<file path="config.mk">
export PLATFORM = sky130hd
export DESIGN_NAME = sha256_block_loader
export DESIGN_NICKNAME = d
export VERILOG_FILES = /design/src/rtl/sha256_pkg.sv /design/src/rtl/sha256_blk_buf.sv /design/src/rtl/sha256_block_loader.sv
export SDC_FILE = /design/constraint.sdc
export NUM_CORES = 2
export LEC_CHECK = 0
export CORE_MARGIN = 10
export CORE_UTILIZATION = 58
export CTS_BUF_LIST = sky130_fd_sc_hd__clkbuf_4 sky130_fd_sc_hd__clkbuf_8
export CTS_CLUSTER_SIZE = 8
export DETAILED_ROUTE_END_ITERATION = 8
export HOLD_SLACK_MARGIN = 0.02
export PLACE_DENSITY = 0.8
export SYNTH_ARGS = -nofsm -noshare
export SYNTH_HDL_FRONTEND = slang
export SYNTH_SLANG_ARGS = --single-unit
</file>
<file path="constraint.sdc">
create_clock -name clk -period 2.35 [get_ports clk]
set_input_delay 0.235 -clock clk [delete_from_list [all_inputs] [get_ports clk]]
set_output_delay 0.235 -clock clk [all_outputs]
set_load 0.03 [all_outputs]
</file>
<file path="src/rtl/sha256_pkg.sv">
// rtl/sha256_pkg.sv - shared constants, types and helpers for the SHA-256 block loader
//
// Purpose:
//   Common definitions for sha256_block_loader and its block buffer sub-module.
//   BLOCK_BITS  : width of one SHA-256 message block.
//   MAX_BUF     : largest supported number of block buffers.
//   wpb()       : host words per block for a given host word width.
//   blk_flags_t : first/last-of-message flags captured with each block.
//   ld_state_e  : loader fill state (IDLE = no partial block, FILL = partial block).
// Ports: none (package).

package sha256_pkg;

  localparam int BLOCK_BITS = 512;
  localparam int MAX_BUF    = 4;

  typedef struct packed {
    logic first;
    logic last;
  } blk_flags_t;

  typedef enum logic {
    LD_IDLE = 1'b0,
    LD_FILL = 1'b1
  } ld_state_e;

  function automatic int wpb(input int data_w);
    return BLOCK_BITS / data_w;
  endfunction

endpackage

</file>
<file path="src/rtl/sha256_blk_buf.sv">
// rtl/sha256_blk_buf.sv - one 512-bit message block buffer with flags and full bit
//
// Purpose:
//   Holds one message block. Words are written by slot index, slot 0 landing in
//   the most significant DATA_W bits. The first/last flags are captured with the
//   slot-0 write. The full bit is set by the loader when the last slot is written
//   and cleared when the block is handed to the core.
// Ports:
//   clk_i       in   clock, rising edge
//   rst_ni      in   synchronous active-low reset
//   wr_en_i     in   write wr_data_i into slot wr_idx_i
//   wr_idx_i    in   slot index 0..WPB-1
//   wr_data_i   in   word to store
//   flags_i     in   first/last flags, captured when slot 0 is written
//   set_full_i  in   mark buffer full
//   clr_full_i  in   mark buffer empty
//   data_o      out  stored 512-bit block
//   flags_o     out  stored flags
//   full_o      out  full bit

module sha256_blk_buf
  import sha256_pkg::*;
#(
  parameter int DATA_W = 32,
  parameter int WPB    = 16,
  parameter int IDX_W  = $clog2(WPB)
) (
  input  logic                  clk_i,
  input  logic                  rst_ni,
  input  logic                  wr_en_i,
  input  logic [IDX_W-1:0]      wr_idx_i,
  input  logic [DATA_W-1:0]     wr_data_i,
  input  blk_flags_t            flags_i,
  input  logic                  set_full_i,
  input  logic                  clr_full_i,
  output logic [BLOCK_BITS-1:0] data_o,
  output blk_flags_t            flags_o,
  output logic                  full_o
);

  logic [BLOCK_BITS-1:0] data_q;
  blk_flags_t            flags_q;
  logic                  full_q;

  always_ff @(posedge clk_i) begin
    if (!rst_ni) begin
      data_q  <= '0;
      flags_q <= '0;
      full_q  <= 1'b0;
    end else begin
      if (wr_en_i) begin
        data_q[BLOCK_BITS-1-int'(wr_idx_i)*DATA_W -: DATA_W] <= wr_data_i;
        if (wr_idx_i == '0) begin
          flags_q <= flags_i;
        end
      end
      // The loader never completes and drains the same buffer in one cycle,
      // so the ordering of set and clear only matters for robustness.
      if (set_full_i) begin
        full_q <= 1'b1;
      end else if (clr_full_i) begin
        full_q <= 1'b0;
      end
    end
  end

  assign data_o  = data_q;
  assign flags_o = flags_q;
  assign full_o  = full_q;

endmodule

</file>
<file path="src/rtl/sha256_block_loader.sv">
// rtl/sha256_block_loader.sv - host word collector presenting 512-bit blocks to the SHA-256 core
//
// Purpose:
//   Packs DATA_W-bit host words into 512-bit blocks across NUM_BUF rotating
//   buffers and offers each complete block, with its first/last flags, over a
//   valid/ready handshake. Supports flush of the partial block and a sticky
//   overflow flag for words offered while every buffer is full.
// Configuration:
//   SHA_LOADER_BSWAP_EN : when defined, each accepted word is byte-reversed
//                         before storage (little-endian hosts).
// Parameters:
//   DATA_W  host word width, 32 or 64
//   NUM_BUF number of block buffers, 1..4
// Ports:
//   clk          in   clock, rising edge
//   reset        in   synchronous active-low reset
//   data         in   host word (word 0 of a block is most significant)
//   write_enable in   host word valid
//   first_block  in   first-of-message flag, sampled on word 0
//   last_block   in   last-of-message flag, sampled on word 0
//   flush        in   discard the partially filled block
//   in_ready     out  a word can be accepted this cycle
//   blk_valid    out  complete block available
//   blk_ready    in   core takes the block
//   blk_data     out  block, word 0 at [511:512-DATA_W]
//   blk_first    out  first flag of presented block
//   blk_last     out  last flag of presented block
//   busy         out  any full buffer or a partial block in progress
//   overflow     out  sticky: word offered while in_ready low

module sha256_block_loader
  import sha256_pkg::*;
#(
  parameter int DATA_W  = 32,
  parameter int NUM_BUF = 2
) (
  input  logic                  clk,
  input  logic                  reset,
  input  logic [DATA_W-1:0]     data,
  input  logic                  write_enable,
  input  logic                  first_block,
  input  logic                  last_block,
  input  logic                  flush,
  output logic                  in_ready,
  output logic                  blk_valid,
  input  logic                  blk_ready,
  output logic [BLOCK_BITS-1:0] blk_data,
  output logic                  blk_first,
  output logic                  blk_last,
  output logic                  busy,
  output logic                  overflow
);

  localparam int WPB       = wpb(DATA_W);
  localparam int CNT_W     = $clog2(WPB);
  localparam int PTR_W     = (NUM_BUF > 1) ? $clog2(NUM_BUF) : 1;
  localparam int FCNT_W    = $clog2(NUM_BUF + 1);
  // Buffer arrays are padded to a power of two so that any pointer value indexes
  // a real entry; padding slots read as zero and are never selected.
  localparam int BUF_SLOTS = 1 << PTR_W;

  ld_state_e          state_q;
  logic [CNT_W-1:0]   word_cnt_q, word_cnt_d;
  logic [PTR_W-1:0]   wr_ptr_q, wr_ptr_d;
  logic [PTR_W-1:0]   rd_ptr_q, rd_ptr_d;
  logic [FCNT_W-1:0]  full_cnt_q, full_cnt_d;
  logic               overflow_q, overflow_d;

  logic               accept;
  logic               complete;
  logic               xfer;
  logic [DATA_W-1:0]  wr_word;
  blk_flags_t         wr_flags;

  logic [BLOCK_BITS-1:0] buf_data  [BUF_SLOTS];
  blk_flags_t            buf_flags [BUF_SLOTS];
  logic [NUM_BUF-1:0]    buf_full;

  function automatic logic [PTR_W-1:0] ptr_next(input logic [PTR_W-1:0] p);
    return (p == PTR_W'(NUM_BUF - 1)) ? '0 : p + 1'b1;
  endfunction

  // Handshake and status derive only from registered state.
  assign in_ready  = (full_cnt_q != FCNT_W'(NUM_BUF));
  assign blk_valid = (full_cnt_q != '0);

  // A word presented alongside flush is dropped without counting as overflow.
  assign accept   = write_enable & in_ready & ~flush;
  assign complete = accept & (word_cnt_q == CNT_W'(WPB - 1));
  assign xfer     = blk_valid & blk_ready;

  assign wr_flags = '{first: first_block, last: last_block};

`ifdef SHA_LOADER_BSWAP_EN
  for (genvar b = 0; b < DATA_W / 8; b++) begin : g_bswap
    assign wr_word[b*8 +: 8] = data[DATA_W-1-b*8 -: 8];
  end
`else
  assign wr_word = data;
`endif

  always_comb begin
    word_cnt_d = word_cnt_q;
    if (flush) begin
      word_cnt_d = '0;
    end else if (accept) begin
      word_cnt_d = complete ? '0 : word_cnt_q + 1'b1;
    end

    wr_ptr_d = complete ? ptr_next(wr_ptr_q) : wr_ptr_q;
    rd_ptr_d = xfer ? ptr_next(rd_ptr_q) : rd_ptr_q;

    // Completion and transfer in the same cycle leave the count unchanged.
    full_cnt_d = full_cnt_q;
    unique case ({complete, xfer})
      2'b10:   full_cnt_d = full_cnt_q + 1'b1;
      2'b01:   full_cnt_d = full_cnt_q - 1'b1;
      default: full_cnt_d = full_cnt_q;
    endcase

    overflow_d = overflow_q | (write_enable & ~in_ready & ~flush);
  end

  always_ff @(posedge clk) begin
    if (!reset) begin
      state_q    <= LD_IDLE;
      word_cnt_q <= '0;
      wr_ptr_q   <= '0;
      rd_ptr_q   <= '0;
      full_cnt_q <= '0;
      overflow_q <= 1'b0;
    end else begin
      word_cnt_q <= word_cnt_d;
      wr_ptr_q   <= wr_ptr_d;
      rd_ptr_q   <= rd_ptr_d;
      full_cnt_q <= full_cnt_d;
      overflow_q <= overflow_d;
      unique case (state_q)
        LD_IDLE: if (accept && !flush) state_q <= LD_FILL;
        LD_FILL: if (flush || complete) state_q <= LD_IDLE;
        default: state_q <= LD_IDLE;
      endcase
    end
  end

  for (genvar i = 0; i < BUF_SLOTS; i++) begin : g_buf
    if (i < NUM_BUF) begin : g_real
      sha256_blk_buf #(
        .DATA_W (DATA_W),
        .WPB    (WPB)
      ) u_buf (
        .clk_i      (clk),
        .rst_ni     (reset),
        .wr_en_i    (accept && (wr_ptr_q == PTR_W'(i))),
        .wr_idx_i   (word_cnt_q),
        .wr_data_i  (wr_word),
        .flags_i    (wr_flags),
        .set_full_i (complete && (wr_ptr_q == PTR_W'(i))),
        .clr_full_i (xfer && (rd_ptr_q == PTR_W'(i))),
        .data_o     (buf_data[i]),
        .flags_o    (buf_flags[i]),
        .full_o     (buf_full[i])
      );
    end else begin : g_pad
      assign buf_data[i]  = '0;
      assign buf_flags[i] = '0;
    end
  end

  assign blk_data  = buf_data[rd_ptr_q];
  assign blk_first = buf_flags[rd_ptr_q].first;
  assign blk_last  = buf_flags[rd_ptr_q].last;
  assign busy      = (|buf_full) | (state_q == LD_FILL);
  assign overflow  = overflow_q;

endmodule

</file>
==> results.py <==
metrics = {
    "synthesis": {
        "synth_edf_count": 0,
        "synth_warnings": 0,
        "ys_seq_area_share_pct": 43.5,
        "async_flop_share_pct": 0,
        "ys_ff_latch": 1040,
        "syn_inst": 4747,
        "ys.flop_type": "dfxtp_1",
        "avgSynthCellArea_sq_um": 10.1,
        "synth_area_sq_um": 47800,
        "synth_nets": 4793,
        "synth_cell_types": 52,
    },
    "pwr": {
        "power.internal_mw": 27.1,
        "power_density_nw_per_um2": 620,
        "combPwrFrac_pct": 4.0,
        "netSwitchingPower_mw": 8.53,
        "pwr-share-seq_pct": 49.7,
        "swShare_pct": 24.0,
        "clockPowerShare_pct": 46.3,
        "leakage_nw": 27.6,
        "ir_drop_uv": 461,
    },
    "sta": {
        "fin_skew_ns": 0.0492,
        "final.period_utilization_pct": 117,
        "relSlewSlack_pct": 27.2,
        "final-max-slew-violation-count": 0,
        "setup_viol": 505,
        "finalCriticalPeriod_ns": 2.76,
        "fin_ws_ns": -0.411,
        "final_hold_viol_count": 0,
        "rsz0062_at_grt": "yes",
        "fmax_mhz": 362,
        "tightest_slew_ns": 1.09,
    },
    "clock_tree": {
        "clock_path_buffers": 3,
        "clk_latency_ns": 0.85,
        "cts_tree": "done",
        "clock-sinks": 1040,
        "cts_buffers": 167,
        "clk_pin_slew_ns": 0.07,
        "htree_levels": 4,
        "clock-root-buffer": "clkbuf_8",
        "cts_setup_buffers": 0,
    },
    "place": {
        "pre_cts_ws_ns": 0.114,
        "dp_hpwl_microns": 103000,
        "place_congestion": 0.835,
        "post_dp_cell_area_sq_um": 54400,
        "io_buffer_count": 556,
    },
    "route": {
        "ant_nets": 0,
        "dr.pass1.iters": 6,
        "wire_per_inst_microns": 25.3,
        "num_vias": 39700,
        "viasPerCell": 6.24,
        "drtIter0Drc": 4317,
        "routed_wl_microns": 161000,
        "drc": 0,
    },
    "layout": {
        "fin_util_pct": 70.1,
        "final_nets": 5200,
        "design_area_sq_um": 57400,
        "drive_gt1_share_pct": 23.4,
        "area_growth_pct": 20.1,
    },
    "die": {
        "ios": 557,
        "die_w_microns": 307,
        "die_h_microns": 307,
        "design.die.area_sq_um": 94300,
        "initial_core_util_pct": 58.4,
        "core_sq_um": 81800,
        "core.rowCount": 105,
    },
    "min_path": {
        "hold_path.class": "in2reg",
    },
    "global_routing": {
        "grt_max_degree": 199,
        "grt_pass1_wl_microns": 240000,
        "grt_usage_pct": 32.3,
        "grt_pass1_vias": 38900,
        "grt.overflow.total": 0,
        "antenna_found_initial": 12,
    },
    "outcome": {
        "violations": "setup timing",
        "status": "finished with violations",
    },
    "critical_path": {
        "end_kind": "output port",
        "r2r_slack_ns": 0.17,
        "cp-start-kind": "register",
        "crit_fanout": 32,
        "path_class": "reg2out",
        "endpoint": "blk_data[393]",
        "startpoint": "rd_ptr_q",
        "regToRegStartpoint": "word_cnt_q[0]",
        "ff2ff_path_depth": 7,
        "crit_required_ns": 2.12,
        "reg2reg_to": "g_buf[0].g_real.u_buf.data_o[418]",
        "worstPathArrival_ns": 2.53,
    },
    "flow_run": {
        "drv_cap": 0,
    },
}
-- synth_stat cells (all sizes together), types with 2 or more instances --
library cell	instances	area share, %
mux2i	772	16
nand4bb	3	0.071
o21ai	7	0.073
buf	261	3.6
nor2b	11	0.16
nand4	274	4.0
clkbuf	243	1.9
ha	7	0.18
or3	2	0.026
a21oi	266	2.8
nand4b	12	0.45
dfxtp	1040	44
and2	6	0.079
nand3	196	2.4
o31ai	257	4.3
nand2	776	6.1
and4bb	29	0.76
or4	2	0.031
nor2	4	0.052
mux2	514	12
and4b	35	0.73
nor4bb	6	0.13
nand2b	2	0.026
inv	9	0.081
-- kinds of logic (layout without fill, tap and decap cells) --
group / after synthesis / in the layout / share of synthesized area, %
AOI/OAI and AO/OA: 533 / 533 / 7.26
xor gates and xnor gates: 2 / 2 / 0.0366
adders and majority gates: 7 / 7 / 0.183
buffers and inverters: 513 / 1043 / 5.62
DFF: 1040 / 1040 / 43.5
muxes: 1286 / 1286 / 28.3
other: 0 / 3 / 0
and+or+nand+nor: 1366 / 1366 / 15.1
-- worst min path at each step --
stage	cells after the start	slack, ns	startpoint	to
after detailed placement	2	0.45	g_buf[1].g_real.u_buf.data_o[132]	g_buf[1].g_real.u_buf.data_o[132]
final	4	0.30	data[3]	g_buf[1].g_real.u_buf.data_o[99]
after floorplan	2	0.40	last_block	g_buf[0].g_real.u_buf.flags_o[0]
after global placement	2	0.44	g_buf[1].g_real.u_buf.data_o[152]	g_buf[1].g_real.u_buf.data_o[152]
after CTS	4	0.23	data[3]	g_buf[1].g_real.u_buf.data_o[355]
after global routing	4	0.28	data[3]	g_buf[0].g_real.u_buf.data_o[99]
-- through the flow --
| step | cells | setup TNS (ns) | hold slack [ns] | total power [mW] |
|---|---|---|---|---|
| after floorplan | 4747 | 0 | 0.396 | 18.7 |
| after global placement | 6052 | 0 | 0.441 | 19.5 |
| after detailed placement | 6052 | 0 | 0.448 | 19.5 |
| after CTS | 6347 | -188.75 | 0.232 | 35.6 |
| after global routing | 6348 | -190.99 | 0.279 | 36.5 |
| final | 6350 | -156.81 | 0.296 | 35.6 |
-- power by group through the flow --
stage | clock network (mW) | logic (mW) | registers (mW)
final | 16.5 | 1.44 | 17.7
after global routing | 17.3 | 1.47 | 17.7
after detailed placement | 0 | 1.40 | 18.1
after floorplan | 0 | 0.672 | 18.1
after global placement | 0 | 1.41 | 18.1
after CTS | 16.6 | 1.39 | 17.7
-- area by class of cell --
class / count / area (sq um)
inverters: 9 / 48.8
fillers: 6147 / 24400
clock inverters: 20 / 225
repair buffers: 742 / 7230
well taps: 1070 / 1340
multi-input cells: 3194 / 24400
flip-flops and latches: 1040 / 20800
diodes: 3 / 7.51
clock buffers: 272 / 3310
-- critical path, cell delays in order, from the launching register on --
cell and delay [ns]:
dfxtp_4 0.40, buf_12 0.22, buf_16 0.25, mux2_2 0.40
dlygate4sd2_1 0.38
-- sequential cells by signal, indices dropped and copies added, names as in the netlist --
signal	count
g_buf.g_real.u_buf.data_o	1024
g_buf.g_real.u_buf.flags_o	4
word_cnt_q	4
full_cnt_q	2
g_buf.g_real.u_buf.full_o	2
overflow	1
rd_ptr_q	1
state_q	1
wr_ptr_q	1
-- what timing repair did --
action / in CTS / in global routing
hold endpoints to repair: 150 / 0
gates cloned: 0 / 0
endpoints found under the setup margin: 514 / 514
pin swaps: 0 / 0
resized for setup: 512 / 119
hold buffers: 3 / 0
-- routing by layer --
metal  up-vias  global-route usage, %  wire (microns)
met5         -                      0              39
met2      1999                   50.1           72900
li1      17900                      -               -
met1     19300                   40.8           63200
met4         6                   17.8            9280
met3       430                   8.16           15200
-- cells in the final DEF (no fill, tap or decap), drive strengths merged, types with 3 or more instances in the layout --
master and count:
and2 6, nor2 4, dlygate4sd2 393, nand4b 12, nand4bb 3, clkdlybuf4s50 46, ha 7, clkdlybuf4s15 27
diode 3, mux2 514, nand4 274, mux2i 772, dlygate4sd3 3, a21oi 266, clkinv 10, inv 18
and4bb 29, o31ai 257, buf 271, nor2b 11, o21ai 7, clkbuf 274, nand3 196, dfxtp 1040
and4b 35, nor4bb 6, nand2 776
Power figures use the tool's default switching activity.
